<file path="src/rtl/stopwatch_pkg.sv">
// +----------------------------------------------------------------------+
// | stopwatch_pkg: shared FSM encodings and 7-segment decode helpers.    |
// | Revision: 1.0                                                        |
// +----------------------------------------------------------------------+
`default_nettype none

package stopwatch_pkg;

  typedef enum logic [1:0] {
    ST_IDLE  = 2'd0,
    ST_RUN   = 2'd1,
    ST_PAUSE = 2'd2
  } state_t;

  // Segment patterns, bit order {g,f,e,d,c,b,a}, active-high
  localparam logic [6:0] SEG_0 = 7'h3F;
  localparam logic [6:0] SEG_1 = 7'h06;
  localparam logic [6:0] SEG_2 = 7'h5B;
  localparam logic [6:0] SEG_3 = 7'h4F;
  localparam logic [6:0] SEG_4 = 7'h66;
  localparam logic [6:0] SEG_5 = 7'h6D;
  localparam logic [6:0] SEG_6 = 7'h7D;
  localparam logic [6:0] SEG_7 = 7'h07;
  localparam logic [6:0] SEG_8 = 7'h7F;
  localparam logic [6:0] SEG_9 = 7'h6F;

  function automatic logic [6:0] seg_decode(input logic [3:0] bcd);
    case (bcd)
      4'd0:    seg_decode = SEG_0;
      4'd1:    seg_decode = SEG_1;
      4'd2:    seg_decode = SEG_2;
      4'd3:    seg_decode = SEG_3;
      4'd4:    seg_decode = SEG_4;
      4'd5:    seg_decode = SEG_5;
      4'd6:    seg_decode = SEG_6;
      4'd7:    seg_decode = SEG_7;
      4'd8:    seg_decode = SEG_8;
      4'd9:    seg_decode = SEG_9;
      default: seg_decode = 7'h00;
    endcase
  endfunction

endpackage

`default_nettype wire

</file>
<file path="src/rtl/bcd_to_7seg.sv">
// +----------------------------------------------------------------------+
// | bcd_to_7seg: combinational BCD digit to 7-segment pattern decoder.   |
// | Revision: 1.0                                                        |
// +----------------------------------------------------------------------+
`default_nettype none

module bcd_to_7seg
  import stopwatch_pkg::*;
(
  input  logic [3:0] bcd_i,
  output logic [6:0] seg_o
);

  assign seg_o = seg_decode(bcd_i);

endmodule

`default_nettype wire

</file>
<file path="src/rtl/stopwatch0_99_ctrl.sv">
// +----------------------------------------------------------------------+
// | stopwatch0_99_ctrl: run/pause/clear 00-99 BCD stopwatch, muxed 7seg. |
// | Revision: 1.0                                                        |
// +----------------------------------------------------------------------+
`default_nettype none

module stopwatch0_99_ctrl
  import stopwatch_pkg::*;
#(
  parameter int unsigned TICK_DIV = 50,
  parameter int unsigned SCAN_DIV = 4,
  parameter int unsigned SEG_INV  = 0
) (
  input  logic       clk,
  input  logic       rst,
  input  logic       start,
  input  logic       stop,
  input  logic       clear,
  output logic [6:0] seg,
  output logic [1:0] dig_sel,
  output logic [3:0] ones,
  output logic [3:0] tens,
  output logic       running,
  output logic       wrap
);

  localparam int PW = $clog2(TICK_DIV);
  localparam int SW = (SCAN_DIV > 1) ? $clog2(SCAN_DIV) : 1;
  localparam logic [PW-1:0] PRESC_LAST = PW'(TICK_DIV - 1);
  localparam logic [SW-1:0] SCAN_LAST  = SW'(SCAN_DIV - 1);

  state_t        state_q, state_d;
  logic [PW-1:0] presc_q, presc_d;
  logic [SW-1:0] scan_q, scan_d;
  logic [3:0]    ones_q, ones_d, tens_q, tens_d;
  logic          wrap_q, wrap_d;
  logic          running_q;
  logic          dsel_q, dsel_d;
  logic          advance, tick;
  logic [3:0]    mux_digit;
  logic [6:0]    seg_raw;
  logic [1:0]    dig_raw;

  always_comb begin
    state_d = state_q;
    if (clear) begin
      state_d = ST_IDLE;
    end else if (stop) begin
      if (state_q == ST_RUN) state_d = ST_PAUSE;
    end else if (start) begin
      if (state_q == ST_IDLE || state_q == ST_PAUSE) state_d = ST_RUN;
    end
  end

  // A stop or clear on the terminal edge suppresses both advance and increment
  assign advance = (state_q == ST_RUN) && !clear && !stop;
  assign tick    = advance && (presc_q == PRESC_LAST);

  always_comb begin
    presc_d = presc_q;
    ones_d  = ones_q;
    tens_d  = tens_q;
    wrap_d  = 1'b0;
    if (clear) begin
      presc_d = '0;
      ones_d  = 4'd0;
      tens_d  = 4'd0;
    end else if (advance) begin
      presc_d = tick ? '0 : presc_q + 1'b1;
      if (tick) begin
        if (ones_q == 4'd9) begin
          ones_d = 4'd0;
          if (tens_q == 4'd9) begin
            tens_d = 4'd0;
            wrap_d = 1'b1;
          end else begin
            tens_d = tens_q + 4'd1;
          end
        end else begin
          ones_d = ones_q + 4'd1;
        end
      end
    end
  end

  always_comb begin
    scan_d = scan_q + 1'b1;
    dsel_d = dsel_q;
    if (scan_q == SCAN_LAST) begin
      scan_d = '0;
      dsel_d = ~dsel_q;
    end
  end

  always_ff @(posedge clk) begin
    if (!rst) begin
      state_q   <= ST_IDLE;
      presc_q   <= '0;
      scan_q    <= '0;
      ones_q    <= 4'd0;
      tens_q    <= 4'd0;
      wrap_q    <= 1'b0;
      running_q <= 1'b0;
      dsel_q    <= 1'b0;
    end else begin
      state_q   <= state_d;
      presc_q   <= presc_d;
      scan_q    <= scan_d;
      ones_q    <= ones_d;
      tens_q    <= tens_d;
      wrap_q    <= wrap_d;
      running_q <= (state_d == ST_RUN);
      dsel_q    <= dsel_d;
    end
  end

  assign mux_digit = dsel_q ? tens_q : ones_q;
  assign dig_raw   = dsel_q ? 2'b10 : 2'b01;

  bcd_to_7seg u_dec (
    .bcd_i (mux_digit),
    .seg_o (seg_raw)
  );

  generate
    if (SEG_INV != 0) begin : g_inv
      assign seg     = ~seg_raw;
      assign dig_sel = ~dig_raw;
    end else begin : g_noinv
      assign seg     = seg_raw;
      assign dig_sel = dig_raw;
    end
  endgenerate

  assign ones    = ones_q;
  assign tens    = tens_q;
  assign running = running_q;
  assign wrap    = wrap_q;

endmodule

`default_nettype wire

</file>
<file path="config.mk">
export PLATFORM = sky130hd
export DESIGN_NAME = stopwatch0_99_ctrl
export DESIGN_NICKNAME = d
export VERILOG_FILES = /design/src/rtl/stopwatch_pkg.sv /design/src/rtl/bcd_to_7seg.sv /design/src/rtl/stopwatch0_99_ctrl.sv
export SDC_FILE = /design/constraint.sdc
export NUM_CORES = 1
export LEC_CHECK = 0
export ABC_AREA = 1
export CELL_PAD_IN_SITES_DETAIL_PLACEMENT = 1
export CELL_PAD_IN_SITES_GLOBAL_PLACEMENT = 2
export CORE_ASPECT_RATIO = 1.75
export CORE_UTILIZATION = 25
export DETAILED_ROUTE_END_ITERATION = 16
export PLACE_DENSITY = 0.85
export SYNTH_ARGS = -nofsm -noshare
export SYNTH_HDL_FRONTEND = slang
export SYNTH_SLANG_ARGS = --single-unit
</file>
<file path="constraint.sdc">
create_clock -name clk -period 1.8 [get_ports clk]
set_input_delay 0.36 -clock clk [delete_from_list [all_inputs] [get_ports clk]]
set_output_delay 0.36 -clock clk [all_outputs]
set_load 0.01 [all_outputs]
</file>
==> metrics, run 1 <==
run status=finished, violations left; violated checks=negative setup slack; Period minus WS final=between 1.5 and 2 ns; Final nets=roughly 250; syn_area_per_cell=6.89 um^2; Die Ht=~96 um; crit-path cells=nand2_2, o21ai_2, buf_4, ha_1, nand2_1, nand2_1, nand2_1, clkdlybuf4s15_2; Worst-path clk slew=0.08 ns; vias in the first global route=between 1000 and 1500; Die X=about 56 um; clk root buf=clkbuf_8; share of layout cells above drive strength 1=0.299; warnings from Yosys=0; HP Start=scan_q[0]; dpl cells=~280; DP HPWL=between 2000 and 3000 um; drt first pass iters=4; WS Path Type=reg2out; starting density of the core=0.264; Critical Path AT=approximately 1.5 ns; Slew Viols, Final=0; GPL Wtd Cong=about 0.8; GR Util All Layers=0.147; Startpoint Class=flip-flop; Worst path max stage delay=around 0.43 ns; CP Data Required Time=~1.4 ns; CP most frequent cell=nand2_1; commonest non-fill, non-tap cell in the layout=nand2_1; antenna violations before repair=0; Core Util, Final=0.388; fin worst setup slack=-0.105 ns; most frequent cells in the layout=nand2_1 (41), buf_4 (25), inv_1 (22); Setup crit start=dsel_q; Top delay family on crit path=flip-flops; Hold Crit Class=reg2reg; Critical Path Fanout Max=8; syn_nets=about 200; synthesis-stage register bit count=21; pin count of the biggest net entering global routing=13; worst slew pin tran=~0.27 ns; period utilisation layout=1.06; synth unique cells=27; WL final=3460 um; reg-to-reg slack, setup=0.47 ns; synthesized cell area=~0.0013 mm^2; Tot Pwr=between 0.9 and 1 mW; Antenna diodes=0; DRC viols=0; initial DRC count=26; worst r2r path cells=8; synth-to-layout area growth=47.0%; CTS tree=done; Slew headroom=0.822; CTS sink cnt=21; Max-Cap Viols=0; Clock Latency Late Sink=about 0.27 ns; peak supply drop=0.405 mV; via count normalized by instance count=4.66; final hold violations=0; register area share after synthesis=0.335; Leakage=0.749 nW; clock skew=around 0.0012 ns; # rows=33; CTS Buf Count=3; Critical Path End Type=output port; routed len/inst=between 10 and 15 um; Ports=24; fmax=525 MHz; remaining antenna violation count=0; CTS H-Tree Depth=1; # setup viols final=6; Worst Hold Path EP=scan_q[0]; global-route wire length before repair=roughly 6000 um; non-filler cells, final=286; die area=0.00531 mm^2; R2R Path End=tens[3]; RSZ-0062 raised after global routing=yes; Slowest-stage cell, CP=dfxtp_4; CTS Hold Buffers Added=0; port buffer count=23; Pwr per Cell Area=roughly 500 mW/mm^2; Hold Path Stages=1; Vias=1332; Mapped Cells=between 150 and 200; worst path bufs/invs=2; gr ovfl total=0; CORE AREA=around 0.0047 mm^2; R2R Path Start=presc_q[0]; Clock Tree Buf Depth=2
## repair_timing
item / CTS / global route
buffers inserted: 4 / 0
resized for setup: 57 / 0
setup endpoints to repair: 9 / 7
pin swaps: 10 / 1
## synthesized netlist by cell type, drive strengths merged
master / n / share of area
nand4: 2 / 0.010
ha: 9 / 0.090
nor3b: 1 / 0.0060
and3: 1 / 0.0050
xnor2: 1 / 0.0070
nor2: 25 / 0.095
dfxtp: 21 / 0.34
o22ai: 1 / 0.0050
inv: 28 / 0.084
o21a: 2 / 0.012
a31oi: 3 / 0.015
nand2: 45 / 0.13
o21ai: 9 / 0.039
nor3: 2 / 0.0080
xor2: 3 / 0.021
buf: 3 / 0.019
nand3: 15 / 0.068
a21oi: 11 / 0.047
## registers in the layout (all words and copies together) (netlist names)
register and count:
dsel_q 1, ones 4, presc_q 6, running 1, scan_q 2, state_q 2
tens 4, wrap 1
## routing by layer
layer | wire [um] | global-route usage | share of wire
met5 | 0 | 0 | 0
met4 | 70 | 0.0667 | 0.020
met3 | 88 | 0.0176 | 0.025
met2 | 2050 | 0.312 | 0.59
met1 | 1250 | 0.135 | 0.36
## logic make-up (layout without fill, tap and decap cells)
family	Yosys count	count (layout)	synth area share
fa+ha+maj	9	9	0.0898
flops	21	21	0.335
buf+inv	31	83	0.103
simple gates	91	91	0.326
compound gates	26	26	0.118
xor+xnor	4	4	0.0279
## metrics by stage
| stage | area (um^2) | setup TNS [ns] | hold WS (ns) | setup slack (ns) |
|---|---|---|---|---|
| 2_1_floorplan | 1260 | 0 | 0.403 | 0.0398 |
| 3_5_place_dp | 1710 | -2.30 | 0.425 | -0.404 |
| 3_3_place_gp | 1710 | -1.86 | 0.413 | -0.322 |
| 6_report | 1840 | -0.381 | 0.430 | -0.105 |
| 4_1_cts | 1840 | -0.435 | 0.437 | -0.115 |
| 5_1_grt | 1840 | -1.03 | 0.456 | -0.178 |
## worst reg2reg max path: cells and delay by family (launching register included)
| family | cells | cell delay (ns) |
|---|---|---|
| and+or+nand+nor | 5 | 0.48 |
| adders and majority gates | 1 | 0.19 |
| DFF | 1 | 0.41 |
| buffers and inverters | 2 | 0.19 |
## cell type report
type,count,area (um^2)
clock inverter,1,5.00
fill,614,2910
inverter,28,105
timing repair buffer,51,420
clock buffer,3,41.3
tap,52,65.1
sequential,21,427
multi-input combinational,130,779
## worst max path at each step
stage	end	cells after the start
finish	seg[6]	8
global route	seg[5]	10
CTS	seg[6]	8
detailed placement	seg[3]	6
global placement	seg[3]	6
floorplan	seg[0]	8
## power breakdown
group / internal [mW] / leakage (nW) / switching [mW]
sequential: 0.473 / 0.172 / 0.00962
combinational: 0.0587 / 0.552 / 0.0555
clock: 0.155 / 0.0255 / 0.174
total: 0.687 / 0.749 / 0.239
Note: power is estimated with default switching activity, not from simulation.
==> inputs of run 2 (changes only) <==
Settings changed: CELL_PAD_IN_SITES_GLOBAL_PLACEMENT 2 to 1, CORE_MARGIN from default to 5, CORE_UTILIZATION 25 to 32, SLEW_MARGIN from default to 10.
==> run 2 against run 1 <==
Against the previous run:
- the flow still finishes with violations (negative setup slack)
- sequential power hardly changed
- clock skew is 0.00051 ns higher
- clock power is 5% lower
- non-clock buffer count is 1 lower
- final cell count is 1.7% lower
==> metrics, run 2 (synthesis gave the netlist of run 1 again) <==
Clock Tree Buf Depth=2 (unchanged); CP Data Required Time=1.44 ns (about the same); R2R Path Start=presc_q[0]; WL final=3930 um (+14%); initial DRC count=20 (-23%); pin count of the biggest net entering global routing=13 (unchanged); starting density of the core=0.327 (+0.0634); CTS Hold Buffers Added=0 (unchanged); Critical Path End Type=output port; Period minus WS final=1.95 ns (+0.0439 ns); violated checks=negative setup slack; period utilisation layout=1.08 (+0.0244); clock skew=0.00174 ns (+0.000508 ns); Critical Path Fanout Max=6 (-2); Antenna diodes=0 (unchanged); Die Ht=92.8 um (-3.0%); Final nets=248 (-0.40%); # rows=30 (-9.1%); GPL Wtd Cong=0.809 (+3.0%); R2R Path End=tens[3]; Worst Hold Path EP=scan_q[0]; # setup viols final=6 (unchanged); Die X=57.3 um (+3.2%); Startpoint Class=flip-flop; Clock Latency Late Sink=0.26 ns (about the same); DP HPWL=2970 um (+7.9%); Slew headroom=0.831 (+0.00900); DRC viols=0 (unchanged); CTS Buf Count=3 (unchanged); Worst path max stage delay=0.43 ns (about the same); Core Util, Final=0.485 (+0.0965); port buffer count=23 (unchanged); HP Start=scan_q[0]; antenna violations before repair=0 (unchanged); die area=0.00532 mm^2 (+0.11%); fillers=516 (-16%); final hold violations=0 (unchanged); Hold Path Stages=1 (unchanged); number of flip-flops in the largest register=6 (unchanged); Pwr per Cell Area=496 mW/mm^2 (-1.3%); Max-Cap Viols=0 (unchanged); CTS H-Tree Depth=1 (unchanged); Slowest-stage cell, CP=dfxtp_4; CTS sink cnt=21 (unchanged); RSZ-0062 raised after global routing=yes; Hold Crit Class=reg2reg; worst slew pin tran=0.253 ns (-0.0134 ns); via count normalized by instance count=4.84 (+4.0%); non-filler cells, final=281 (-1.7%); routed len/inst=14.0 um (+16%); Vias=1361 (+2.2%); run status=finished, violations left; dpl cells=274 (-1.4%); commonest non-fill, non-tap cell in the layout=nand2_1; fmax=513 MHz (-2.3%); remaining antenna violation count=0 (unchanged); global-route wire length before repair=6440 um (+6.7%); reg-to-reg slack, setup=0.45 ns (-0.02 ns); Critical Path AT=1.59 ns (+0.05 ns); clk root buf=clkbuf_8; share of layout cells above drive strength 1=0.313 (+0.0142); vias in the first global route=1492 (+6.3%); Worst-path clk slew=0.08 ns (about the same); WS Path Type=reg2out; synth-to-layout area growth=48.0%; CORE AREA=0.00383 mm^2 (-19%); worst r2r path cells=8 (unchanged); Slew Viols, Final=0 (unchanged); Largest Register=presc_q; Leakage=0.759 nW (+1.3%); CTS tree=done; gr ovfl total=0 (unchanged); Ports=24 (unchanged); crit-path cells=nand2_2, o21ai_4, inv_2, ha_2, inv_1, nand2_1, a31oi_1, buf_2; drt first pass iters=3 (-1); TNS Setup=-0.533 ns (-0.152 ns); most frequent cells in the layout=nand2_1 (40), buf_4 (23), inv_1 (21); peak supply drop=0.368 mV (-9.0%); GR Util All Layers=0.153 (+0.00574); fin worst setup slack=-0.149 ns (-0.0439 ns)
==> run 2: cell count changes in the layout (fill, tap and decap cells not counted), sizes merged <==
cell,before,now
clkdlybuf4s15,1,0
==> run 2: report_power, final <==
part           switching (mW)  internal, mW  leakage, nW  total (mW)
clock network           0.160         0.154       0.0255       0.314
registers              0.0104         0.473        0.172       0.484
logic                  0.0630        0.0592        0.562       0.122
==> run 2: worst max-delay path by stage <==
stage,startpoint,end,depth (start not counted)
5_1_grt,dsel_q,seg[3],7
4_1_cts,ones[1],seg[3],7
2_1_floorplan,dsel_q,seg[0],8
6_report,dsel_q,seg[3],8
3_3_place_gp,dsel_q,seg[3],7
3_5_place_dp,dsel_q,seg[3],7
==> run 2: cell type report <==
cell class | instances | area (um^2) | share of cell area
Multi-Input combinational cell | 130 | 807 | 0.435
Sequential cell | 21 | 427 | 0.230
Timing Repair Buffer | 50 | 410 | 0.221
Inverter | 28 | 105 | 0.0566
Tap cell | 48 | 60.1 | 0.0324
Clock buffer | 3 | 41.3 | 0.0223
Clock inverter | 1 | 5.00 | 0.00270
==> run 2: worst max-delay path, delay by kind of cell, from the launching register on <==
family | cells | cell delay [ns]
AO/OA/AOI/OAI | 2 | 0.28
AND/OR/NAND/NOR | 2 | 0.17
flip-flops | 1 | 0.43
adder cells (fa/ha/maj) | 1 | 0.18
buffers and inverters | 3 | 0.27
==> run 2: metrics by stage <==
| stage | total power, mW | hold WS, ns | setup WS, ns | area (um^2) |
|---|---|---|---|---|
| 2_1_floorplan | 0.547 | 0.403 | 0.0398 | 1260 |
| 3_3_place_gp | 0.599 | 0.419 | -0.319 | 1700 |
| 3_5_place_dp | 0.604 | 0.427 | -0.404 | 1700 |
| 4_1_cts | 0.924 | 0.439 | -0.112 | 1850 |
| 5_1_grt | 0.957 | 0.453 | -0.222 | 1860 |
| 6_report | 0.920 | 0.433 | -0.149 | 1860 |
==> run 2: layer usage <==
layer,vias up,share of wire,track usage
met2,25,0.60,0.327
met3,13,0.023,0.0167
met4,0,0.036,0.0754
li1,677,-,-
met1,646,0.34,0.127
met5,-,0,0
==> run 2: what timing repair did <==
action / 4_1_cts / 5_1_grt
endpoints found under the setup margin: 7 / 7
buffers inserted: 3 / 0
resized for setup: 65 / 1
pin swaps: 10 / 1
